**config.mk**
```make
export PLATFORM = sky130hd
export DESIGN_NAME = ram_dp_fifo_ctrl
export DESIGN_NICKNAME = d
export VERILOG_FILES = /design/src/rtl/ram_dp_fifo_ctrl.sv
export SDC_FILE = /design/constraint.sdc
export NUM_CORES = 1
export LEC_CHECK = 0
export CAP_MARGIN = 25
export CORE_UTILIZATION = 45
export CTS_CLUSTER_DIAMETER = 30
export DETAILED_ROUTE_END_ITERATION = 16
export PLACE_DENSITY = 0.8
export RECOVER_POWER = 100
export SLEW_MARGIN = 5
export SYNTH_ARGS = -nofsm -noshare
export SYNTH_HDL_FRONTEND = slang
export SYNTH_SLANG_ARGS = --single-unit
```
**constraint.sdc**
```tcl
create_clock -name clk -period 4 [get_ports clk]
set_input_delay 0.8 -clock clk [delete_from_list [all_inputs] [get_ports clk]]
set_output_delay 0.8 -clock clk [all_outputs]
set_load 0.05 [all_outputs]
```
**src/rtl/ram_dp_fifo_ctrl.sv**
```systemverilog
// Stream FIFO controller in front of a dual-port RAM.
// Port 0 writes on accept; port 1 reads via a fetch/capture FSM.
module ram_dp_fifo_ctrl #(
    parameter int DATA_WIDTH = 8,
    parameter int ADDR_WIDTH = 8
) (
    input  logic                  clk,
    input  logic                  rst_n,
    input  logic [DATA_WIDTH-1:0] s_data,
    input  logic                  s_valid,
    output logic                  s_ready,
    output logic [DATA_WIDTH-1:0] m_data,
    output logic                  m_valid,
    input  logic                  m_ready,
    output logic [ADDR_WIDTH:0]   level,
    output logic                  full,
    output logic                  empty,
    output logic [ADDR_WIDTH-1:0] address_0,
    output logic                  cs_0,
    output logic                  we_0,
    output logic                  oe_0,
    output logic [DATA_WIDTH-1:0] wdata_0,
    output logic [ADDR_WIDTH-1:0] address_1,
    output logic                  cs_1,
    output logic                  we_1,
    output logic                  oe_1,
    input  logic [DATA_WIDTH-1:0] data_1
);

    localparam logic [ADDR_WIDTH:0] DEPTH = {1'b1, {ADDR_WIDTH{1'b0}}};

    typedef enum logic [1:0] {
        R_IDLE,
        R_FETCH,
        R_CAPTURE
    } rd_state_t;

    rd_state_t             state;
    rd_state_t             state_nxt;
    logic [ADDR_WIDTH-1:0] wr_ptr;
    logic [ADDR_WIDTH-1:0] rd_ptr;
    logic                  wr_en;
    logic                  cap;

    // The slot at rd_ptr stays counted in level until captured,
    // so full also blocks writes over a word still being fetched.
    assign full    = (level == DEPTH);
    assign empty   = (level == '0) && !m_valid;
    assign s_ready = rst_n && !full;
    assign wr_en   = s_valid && s_ready;

    assign cs_0      = wr_en;
    assign we_0      = wr_en;
    assign oe_0      = 1'b0;
    assign address_0 = wr_ptr;
    assign wdata_0   = s_data;

    assign we_1      = 1'b0;
    assign address_1 = rd_ptr;

    always_comb begin
        state_nxt = state;
        cs_1      = 1'b0;
        oe_1      = 1'b0;
        cap       = 1'b0;
        unique case (state)
            R_IDLE: begin
                if (level != '0 && !m_valid)
                    state_nxt = R_FETCH;
            end
            R_FETCH: begin
                cs_1      = 1'b1;
                oe_1      = 1'b1;
                state_nxt = R_CAPTURE;
            end
            R_CAPTURE: begin
                cs_1      = 1'b1;
                oe_1      = 1'b1;
                cap       = 1'b1;
                state_nxt = R_IDLE;
            end
            default: state_nxt = R_IDLE;
        endcase
    end

    always_ff @(posedge clk or negedge rst_n) begin
        if (!rst_n) begin
            state   <= R_IDLE;
            wr_ptr  <= '0;
            rd_ptr  <= '0;
            level   <= '0;
            m_valid <= 1'b0;
            m_data  <= '0;
        end else begin
            state <= state_nxt;
            if (wr_en)
                wr_ptr <= wr_ptr + 1'b1;
            if (cap)
                rd_ptr <= rd_ptr + 1'b1;
            if (wr_en && !cap)
                level <= level + 1'b1;
            else if (cap && !wr_en)
                level <= level - 1'b1;
            if (cap) begin
                m_data  <= data_1;
                m_valid <= 1'b1;
            end else if (m_valid && m_ready) begin
                m_valid <= 1'b0;
            end
        end
    end

endmodule

```
After elaboration in Yosys (flattened, before gate mapping). Index checks and enable logic that the tools add are counted.

Register bits: 36. Input bits: 20. Output and inout port bits: 51. Logic and storage cells: 39.

Add/subtract/negate cells: 4. Muxes and demuxes: 8. Equal/unequal tests: 4. Reductions and logical operators: 17.

Operators by type and width (number): 2-to-1 mux 9 bit (2); adder 8 x 1 -> 8 bit, second input constant (2); adder 9 x 1 -> 9 bit, second input constant (1); equality test 9 bit, second input constant (1); logical NOT 9 bit (1); nonzero test 9 bit (1); subtractor 9 x 1 -> 9 bit, second input constant (1); logical AND 1 bit (7); logical NOT 1 bit (4); 2-to-1 mux 1 bit (4); case mux 2 bit (2 select lines) (1); nonzero test 2 bit (2); equality test 2 x 1 -> 1 bit, second input constant (1); equality test 2 bit, second input constant (1); logical NOT 2 bit (1); 2-to-1 mux 2 bit (1); inequality test 2 bit, second input constant (1); OR reduction 2 bit (1).

Logic depth before layout (Yosys ltp).
Depth in word-level cells: 8. Gate-level depth with buffers: 12. Depth with buffers taken out: 11.

Worst setup path before layout. No wires, ideal clock.

Path kind: register to register. Start point: register level[1]. End point: register level[8]. Slack: 665 ps. Data arrival time: 3231 ps. Stages on the path, launching flop included: 13. Setup time: 104 ps. Required time: 3896 ps. Cells stage by stage: dfrtp_1 > nor4_2 > nand3_2 > and3_4 > buf_6 > ha_1 > inv_1 > ha_1 > nor2b_1 > o31ai_2 > a211oi_1 > o21a_1 > o41ai_2.

Word-level cells in the longest chain between the ends: 7.

Ends and longest elaborated chain: start, declared (line 15) `output logic [ADDR_WIDTH:0] level,`; start signal, assigned (line 101) `level <= level + 1'b1;`; start signal, assigned (line 103) `level <= level - 1'b1;`; equality test 9 bit * (line 47) `assign full = (level == DEPTH);`; logical NOT 1 bit * (line 49) `assign s_ready = rst_n && !full;`; logical AND 1 bit * (line 49); logical AND 1 bit * (line 50) `assign wr_en = s_valid && s_ready;`; named net cs_0 (line 19) `output logic cs_0,`; logical NOT 1 bit (line 102) `else if (cap && !wr_en)`; logical AND 1 bit (line 102); nonzero test 2 bit (no source line).

Mark *: on every way through the listed nets, which the timed path passes. The rest lies on a longest branch. The select of a mux whose other input is x is not followed. A chain may end at the register's enable or synchronous reset.

Worst setup path after layout.
Start point: input port rst_n. End point: output port s_ready.

Word-level cells in the longest chain between the ends: 1.

Ends and longest elaborated chain: start, declared (line 8) `input logic rst_n,`; logical AND 1 bit (line 49); end, declared (line 11) `output logic s_ready,`.

Every way passes these cells.

==> results.toml <==
[run_status]
status = "finished, final reports clean"

[synth]
ys_ff_latch = 36
async_reset_ff_share_pct = 100
synth_area_per_cell_sq_um = 10.7
synth_seq_area_share_pct = 44.1
yosys-top-cells-count = "36 x dfrtp_1, 17 x nand2_1, 14 x ha_1, 14 x inv_1, 14 x xnor2_1"
synth_top_area_share_pct = 44.1
synth_edf_count = 0
synth_cells = 191
ys.warnings.count = 0
synth.most_common_cell = "dfrtp_1"
synth_ff_type = "dfrtp_1"
yosys-top-cells-area = "dfrtp_1 44%, ha_1 8.6%, mux2_2 6.1%, xnor2_1 6.0%, buf_4 4.4%"
yosys.area.top_type = "dfrtp_1"
synth_cell_types = 39
syn_area_sq_mm = 0.00204

[critical_path]
start_kind = "primary input"
critPathMaxFanout = 18
crit_start = "rst_n"
slowest_stage = "dlygate4sd3_1"
cp-end-kind = "output port"
path_cells = "buf_2 > clkbuf_1 > and2_2 > dlygate4sd3_1"
slowest_delay_ns = 0.87
crit_family = "buffers and inverters"
critPathBufInv = 3
required_ns = 3.20
crit_arrival_ns = 2.74
path_class = "primary input to output port"
timing.rr.start = "level[1]"

[detailed_routing]
num_vias = 1539
drt_iter0_drc = 98
met3_length_um = 225
firstDrtPassIters = 4
routed-wl-met2_um = 1950
post_drt_via_cell_ratio = 5.31
route.detailed.drc = 0
wl_per_cell_um = 13.8
antenna_left = 0
highest_layer = "met4"
drt-total-wl_um = 3990
m1WireLength_um = 1760

[layout]
fin_nets = 273
antenna_cells = 0
layout-drive-gt1-share_pct = 10.5
fillerInstances = 396
area_delta_synth_final_pct = 27.5

[flow_run]
cap_viol_max_count = 0

[global_route]
grt_pass1_vias = 1421
grt_overflow_total = 0
gr-usage-all-layers_pct = 17.4
grt_pass1_wl_um = 6530
antenna_found_initial = 0
grt_max_degree = 21

[clock_tree]
path_clk_slew_ns = 0.07
worst_skew_pair.late_latency_ns = 0.28
cts_root_buf = "clkbuf_8"
cts_inserted_buffers = 5
cts_tree = "done"
h-tree-depth = 2
post-cts-setup-buffer-count = 0
cts_resized = 0
cts-hold-fix-buffers = 0
clock_sinks = 36
cts_buffer_depth = 2

[floorplanning]
die_y_um = 69.3
start_util_pct = 46.9
row_count = 24
dieArea_sq_mm = 0.00481
ios = 71
die_w_um = 69.3
coreArea_sq_mm = 0.00435

[timing]
tightest_slew_ns = 1.05
fin_crit_sh_pct = 88.6
fin_crit_ns = 3.54
finalSetupTns_ns = 0
slew_violations = 0
slew-limit-headroom_pct = 29.8
rsz0062_at_grt = "false"
setup_viol = 0
final-hold-violation-count = 0
skew_ns = 0.00279
fmax_mhz = 282
fin_ws_ns = 0.457
hold_slack_ns = 0.460

[placed_design]
place_hpwl_um = 3020
place_ws_ns = 0.463
io_buffer_count = 52
globalplace.congestion = 0.794

[hold_path]
hp-start = "address_1[7]"
hold_path.class = "register to register"
[layer usage]
layer / vias to the layer above / GRT usage (%)
li1: 738 / -
met1: 749 / 22.1
met2: 46 / 27.7
met3: 6 / 5.81
met4: 0 / 6.35
met5: - / 0
[cells by family (layout without fill, tap and decap cells)]
kind of cell | count (synthesis) | in the layout | share of synthesized area [%]
flip-flops | 36 | 36 | 44.1
XOR/XNOR | 20 | 20 | 8.58
other | 1 | 2 | 0.184
multiplexers | 12 | 12 | 6.81
adder cells (fa/ha/maj) | 15 | 15 | 9.56
AO/OA/AOI/OAI | 30 | 30 | 9.69
buffers and inverters | 30 | 76 | 8.09
AND/OR/NAND/NOR | 47 | 47 | 12.9
[placed cells by master, fill, tap and decap left out, types with 2 or more instances in the layout]
cell type and instances:
a211oi_1 2, a21oi_1 5, and3_1 2, clkbuf_1 3, clkbuf_8 7, clkdlybuf4s50_1 9
conb_1 2, dfrtp_1 36, dlygate4sd3_1 42, ha_1 14, inv_1 14, mux2_2 11
nand2_1 17, nand3_1 2, nand4_1 6, nor2_1 5, nor3_1 6, o211ai_1 2
o21a_1 3, o21ai_0 12, xnor2_1 14, xor2_1 6
[registers in the layout, indices dropped and copies added (netlist names)]
signal     flops
level          9
address_0      8
address_1      8
m_data         8
state          2
m_valid        1
[stage by stage]
step	cell area, sq um	std cells	util, %
after global placement	2530	283	58.2
after floorplan	2040	192	-
after detailed placement	2530	283	58.2
after global routing	2600	290	59.8
after CTS	2630	290	60.4
final	2600	290	59.8
[worst paths after layout]
check	endpoint	slack [ns]	depth (start not counted)
min in group asynchronous	address_0[1]	0.76	2
max in group asynchronous	m_data[2]	2.55	2
hold / removal	address_1[7]	0.46	1
setup / recovery	s_ready	0.46	4
setup reg to reg	level[8]	0.50	11
hold reg to reg	address_1[7]	0.46	1
[worst register-to-register path, delay by kind of cell, from the launching register on]
family	cells	cell delay, ns
simple gates	4	1.14
compound gates	4	0.92
fa+ha+maj	2	0.62
flops	1	0.43
buf+inv	1	0.29
[area by class of cell]
type                            count  area (sq um)  share of cell area [%]
Multi-Input combinational cell    126           961                    36.9
Sequential cell                    36           901                    34.6
Timing Repair Buffer               55           527                    20.2
Clock buffer                        7          96.3                    3.70
Tap cell                           52          65.1                    2.50
Inverter                           14          52.6                    2.02
Power is not shown: default switching activity piles up to over one toggle a cycle in this logic, so the estimate is an artifact.
